===== config.mk =====
export PLATFORM = sky130hd
export DESIGN_NAME = vmu_mem_responder
export DESIGN_NICKNAME = d
export VERILOG_FILES = /design/src/rtl/vmu_mem_responder.sv
export SDC_FILE = /design/constraint.sdc
export NUM_CORES = 1
export LEC_CHECK = 0
export ABC_AREA = 1
export CAP_MARGIN = 20
export CORE_AREA = 5 5 256 258
export CTS_CLUSTER_SIZE = 30
export DETAILED_ROUTE_END_ITERATION = 10
export DIE_AREA = 0 0 261 263
export SLEW_MARGIN = 20
export SYNTH_ARGS = -nofsm -noshare
export SYNTH_HDL_FRONTEND = slang
export SYNTH_SLANG_ARGS = --single-unit

===== constraint.sdc =====
create_clock -name clk -period 2.5 [get_ports clk]
set_input_delay 0.5 -clock clk [delete_from_list [all_inputs] [get_ports clk]]
set_output_delay 0.5 -clock clk [all_outputs]
set_load 0.02 [all_outputs]

===== src/rtl/vmu_mem_responder.sv =====
`default_nettype none
// ============================================================================
// Module   : vmu_mem_responder
// Function : Splits VMU line load/store requests into BUS_WIDTH beats on a
//            single-outstanding word bus and reassembles load data.
//            Define VMU_RSP_STORE_ACK_EN to make stores return a response.
// Revision : 1.0 - initial release
// ============================================================================
module vmu_mem_responder #(
  parameter int REQ_DATA_WIDTH = 256,
  parameter int BUS_WIDTH      = 32,
  parameter int ADDR_WIDTH     = 32,
  parameter int VECTOR_LANES   = 8,
  parameter int MICROOP_WIDTH  = 5,
  localparam int TW            = $clog2(VECTOR_LANES) + 1,
  // mem_req_i = {address, microop, ticket, data}; mem_resp_o = {ticket, data}
  localparam int REQ_WIDTH     = ADDR_WIDTH + MICROOP_WIDTH + TW + REQ_DATA_WIDTH,
  localparam int RESP_WIDTH    = TW + REQ_DATA_WIDTH
) (
  input  logic                  clk,
  input  logic                  rst_n,
  input  logic                  mem_req_valid_i,
  input  logic [REQ_WIDTH-1:0]  mem_req_i,
  output logic                  cache_ready_o,
  output logic                  mem_resp_valid_o,
  output logic [RESP_WIDTH-1:0] mem_resp_o,
  output logic                  bus_req_o,
  output logic                  bus_we_o,
  output logic [ADDR_WIDTH-1:0] bus_addr_o,
  output logic [BUS_WIDTH-1:0]  bus_wdata_o,
  input  logic                  bus_ack_i,
  input  logic [BUS_WIDTH-1:0]  bus_rdata_i
);

  localparam int BEATS = REQ_DATA_WIDTH / BUS_WIDTH;
  localparam int LB    = $clog2(REQ_DATA_WIDTH / 8);
  localparam int BB    = $clog2(BUS_WIDTH / 8);
  localparam int CW    = (BEATS > 1) ? $clog2(BEATS) : 1;

  localparam logic [CW-1:0]            last_beat_c     = CW'(BEATS - 1);
  localparam logic [MICROOP_WIDTH-1:0] opcode_vload_c  = MICROOP_WIDTH'(1);
  localparam logic [MICROOP_WIDTH-1:0] opcode_vstore_c = MICROOP_WIDTH'(2);

  typedef enum logic [1:0] {
    IDLE  = 2'd0,
    LOAD  = 2'd1,
    STORE = 2'd2,
    RESP  = 2'd3
  } state_t;

  state_t                    state_q, state_d;
  logic [ADDR_WIDTH-1:0]     base_q;
  logic [TW-1:0]             ticket_q;
  logic [REQ_DATA_WIDTH-1:0] line_q;
  logic [CW-1:0]             cnt_q;

  logic [ADDR_WIDTH-1:0]     req_addr;
  logic [MICROOP_WIDTH-1:0]  req_op;
  logic [TW-1:0]             req_ticket;
  logic [REQ_DATA_WIDTH-1:0] req_data;
  logic                      is_load, is_store, active, beat_done, last_beat;
  logic                      unused_addr_bits;

  assign {req_addr, req_op, req_ticket, req_data} = mem_req_i;
  assign unused_addr_bits = ^req_addr[LB-1:0];

  assign is_load   = (req_op == opcode_vload_c);
  assign is_store  = (req_op == opcode_vstore_c);
  assign active    = (state_q == LOAD) || (state_q == STORE);
  assign beat_done = active && bus_ack_i;
  assign last_beat = (cnt_q == last_beat_c);

  always_ff @(posedge clk or negedge rst_n) begin
    if (!rst_n) state_q <= IDLE;
    else        state_q <= state_d;
  end

  always_comb begin
    state_d          = state_q;
    cache_ready_o    = 1'b0;
    bus_req_o        = 1'b0;
    bus_we_o         = 1'b0;
    mem_resp_valid_o = 1'b0;
    case (state_q)
      IDLE: begin
        cache_ready_o = 1'b1;
        // Unknown microops are consumed here without touching the bus.
        if (mem_req_valid_i) begin
          if (is_load)       state_d = LOAD;
          else if (is_store) state_d = STORE;
        end
      end
      LOAD: begin
        bus_req_o = 1'b1;
        if (bus_ack_i && last_beat) state_d = RESP;
      end
      STORE: begin
        bus_req_o = 1'b1;
        bus_we_o  = 1'b1;
`ifdef VMU_RSP_STORE_ACK_EN
        if (bus_ack_i && last_beat) state_d = RESP;
`else
        if (bus_ack_i && last_beat) state_d = IDLE;
`endif
      end
      RESP: begin
        mem_resp_valid_o = 1'b1;
        state_d          = IDLE;
      end
      default: state_d = IDLE;
    endcase
  end

  // Line alignment of base guarantees the beat offset never carries out of the line.
  assign bus_addr_o  = active ? (base_q + (ADDR_WIDTH'(cnt_q) << BB)) : '0;
  assign bus_wdata_o = active ? line_q[cnt_q*BUS_WIDTH +: BUS_WIDTH] : '0;
  assign mem_resp_o  = {ticket_q, line_q};

  always_ff @(posedge clk or negedge rst_n) begin
    if (!rst_n) begin
      base_q   <= '0;
      ticket_q <= '0;
      line_q   <= '0;
      cnt_q    <= '0;
    end else begin
      if (state_q == IDLE && mem_req_valid_i && (is_load || is_store)) begin
        base_q   <= {req_addr[ADDR_WIDTH-1:LB], {LB{1'b0}}};
        ticket_q <= req_ticket;
        cnt_q    <= '0;
        if (is_store) line_q <= req_data;
      end
      if (beat_done) begin
        if (state_q == LOAD) line_q[cnt_q*BUS_WIDTH +: BUS_WIDTH] <= bus_rdata_i;
        cnt_q <= last_beat ? '0 : cnt_q + 1'b1;
`ifdef VMU_RSP_STORE_ACK_EN
        // Store acknowledgements carry an all-zero payload.
        if (state_q == STORE && last_beat) line_q <= '0;
`endif
      end
    end
  end

endmodule
`default_nettype wire


==> results of run 1 <==
[area by class of cell]
class                           count  share of cell area, %
Tap cell                          846                   3.36
Sequential cell                   292                   23.2
Inverter                          384                   4.71
Multi-Input combinational cell   1981                   32.9
Clock inverter                     16                  0.541
Timing Repair Buffer              910                   31.5
Antenna cell                       18                  0.143
Clock buffer                       55                   3.55
Timing Repair inverter              2                 0.0716
[synthesized netlist by cell type]
library cell	number
nand2_1	805
inv_1	375
nand3_1	297
dfrtp_1	292
o21ai_0	255
nor2_1	203
nand4_1	190
clkbuf_1	125
a21oi_1	99
buf_2	66
o21ai_1	51
o21bai_1	40
buf_4	21
buf_1	19
ha_1	12
inv_2	7
nor2_4	6
nand3_2	4
nor2_2	4
nand2_2	3
nor3_1	3
or2_2	3
inv_4	2
conb_1	1
nand2_4	1
nand3_4	1
nor3_2	1
nor3_4	1
[registers in the layout, summed over array words and instances, names as in the netlist]
register / count
ticket_q: 4
base_q: 27
state_q: 2
line_q: 256
cnt_q: 3
[cell families (layout without fill, tap and decap cells)]
family / after synthesis / in the layout / synth area share (%)
AOI/OAI and AO/OA: 445 / 445 / 12.3
and+or+nand+nor: 1522 / 1522 / 35.3
other: 1 / 20 / 0.0198
adders and majority gates: 12 / 12 / 0.792
DFF: 292 / 292 / 38.5
buffers and inverters: 615 / 1367 / 13.1
[metal layers]
layer  GRT usage [%]  vias up  part of all wire, %
li1                -    10800                    -
met1            44.6    11900                   36
met2            54.8     1793                   43
met3            13.3      415                   13
met4            21.2       18                  7.5
met5               0        -                0.089
[placed cells by master, fill, tap and decap left out, types with 6 or more instances in the layout]
master	n
buf_8	6
nand3_2	17
inv_2	6
nor2_4	9
buf_6	45
o21bai_1	40
o21ai_0	141
a21oi_4	23
nor2_2	6
dfrtp_1	290
nand4_1	190
nand2_4	16
diode_2	18
ha_1	8
nor2_1	198
o21ai_4	18
clkbuf_16	44
clkbuf_8	8
buf_16	18
nand3_1	280
buf_2	12
o21ai_1	101
a21oi_2	35
clkdlybuf4s50_1	587
o21ai_2	46
nand2_2	50
clkbuf_1	8
nand2_1	743
inv_1	370
a21oi_1	41
buf_12	69
buf_4	159
clkinv_2	10
[worst paths after layout]
kind / start / endpoint / slack, ns
hold / removal: rst_n / line_q[160] / 0.46
hold reg to reg: base_q[27] / base_q[27] / 0.47
setup / recovery: cnt_q[0] / bus_wdata_o[17] / -0.31
setup reg to reg: cnt_q[0] / line_q[138] / -0.10
min in group clk: base_q[27] / base_q[27] / 0.47
max in group asynchronous: rst_n / line_q[195] / 1.24
[through the flow]
step / cell area, um^2 / instances / TNS, ns / worst slack [ns]
2_1_floorplan: 19000 / 2888 / 0 / 0.0605
3_3_place_gp: 27600 / 4345 / 0 / 0.0108
3_5_place_dp: 27600 / 4345 / -0.00174 / -0.00174
4_1_cts: 30800 / 4467 / -7.44 / -0.281
5_1_grt: 31500 / 4498 / -9.42 / -0.323
6_report: 31500 / 4504 / -7.82 / -0.313
[worst max-delay path, stage by stage (launching register included)]
cell	delay, ns
dfrtp_4	0.51
buf_12	0.17
inv_8	0.11
buf_12	0.15
a21oi_1	0.06
o21ai_1	0.14
buf_4	0.21
nand2_2	0.07
nand2_4	0.11
nand2_4	0.06
buf_12	0.13
[power groups by stage]
stage	Combinational (uW)	Clock, uW	Sequential [uW]
after CTS	28400	5890	8650
final	30000	5860	8790
after detailed placement	24300	0	8590
after global routing	31100	6060	8900
after floorplan	8880	0	10100
after global placement	24200	0	8560
[what timing repair did]
action | CTS | global route
setup buffers | 32 | 22
endpoints found under the hold margin | 46 | 0
pin swaps | 65 | 56
resized for setup | 510 | 143
hold buffers | 1 | 0
gates cloned | 23 | 5
setup endpoints to repair | 63 | 153
==> flow_metrics.tcl, run 1 <==
set metrics [dict create \
    final_core_util_pct 50.2 \
    power_frac_comb_pct 67.2 \
    ys_types 28 \
    timing.hold.ws_ns 0.462 \
    violations "negative setup slack" \
    rr_worst_depth 11 \
    synth_area_leader_cell "dfrtp_1" \
    root_buffer "clkbuf_16" \
    ys_warn_count 0 \
    critPathKind "flop to output port" \
    area_delta_synth_final_pct 66.0 \
    fin_crit_sh_pct 113 \
    syn_area_um2 19000 \
    setup_slack_ns -0.313 \
    drc 0 \
    gp_congestion 0.998 \
    multi_input_area_um2 10300 \
    ys_seq_area_share_pct 38.5 \
    synthCells 2887 \
    grt_pass1_wl_mm 180 \
    period_needed_ns 2.81 \
    maxSlewViolCount 0 \
    grt_overflow 0 \
    avgSynthCellArea_um2 6.57 \
    seqPwrFrac_pct 19.7 \
    dr.pass1.iters 7 \
    grt_start_max_net_pins 103 \
    hp-class "input pin to async pin" \
    finalSetupViolCount 34 \
    drive_gt1_share_pct 17.4 \
    max_freq_ghz 0.356 \
    grt_usage_pct 36.4 \
    power_density_nw_per_um2 1420 \
    final_antenna_net_count 0 \
    finalClockSkew_ns 0.0292 \
    p_leak_uw 0.0158 \
    clock_sinks 292 \
    cts_tree "yes" \
    path_max_fanout 10 \
    first_global_vias 23700 \
    dp_hpwl_mm 99.3 \
    ff_latch_area_um2 7310 \
    p_int_uw 21900 \
    wl_per_cell_um 29.5 \
    worst_pin_slew_ns 0.647 \
    synth.area.top_cells "dfrtp_1, nand2_1, nand3_1" \
    ir_drop_mv 0.801 \
    antenna_found_initial 23 \
    maxCapViolCount 0 \
    p_sw_share_pct 50.9 \
    io_buffers 653 \
    ios 661 \
    crit_path_end_kind "output port" \
    clockBufferDepth 3 \
    drt_iter0_markers 3137 \
    status "complete, but fails checks" \
    worstPathArrival_ns 2.31 \
    clk_pin_slew_worst_paths_ns 0.06 \
    insertion_delay_ns 0.60 \
    initial_core_util_pct 30.2 \
    die-area_um2 68600 \
    die_h_um 263 \
    num_rows 92 \
    power_uw 44700 \
    clock_power_share_pct 13.1 \
    fillCellCount 6224 \
    die_w_um 261 \
    rsz0062_at_grt "true" \
    numCtsBuffers 39 \
    htree_levels 2 \
    required_ns 2.00 \
    crit_path_start_kind "flop" \
    max-slew-margin-rel_pct 56.7 \
    vias_per_cell 5.52 \
    hold_viol_final 0 \
    final_nets 3955 \
    synth-seq-cells 292 \
    coreArea_um2 62700 \
    wl_mm 133 \
    switchingPower_uw 22700 \
    netlist.area_leader.share_pct 38.5 \
    vias 24900 \
]
Note: power is estimated with default switching activity, not from simulation.
==> inputs of run 2 (changes only) <==
- SLEW_MARGIN: 20 -> 10
==> results of run 2 <==
No change in the layout: final DEF, timing and power equal those of run 1.
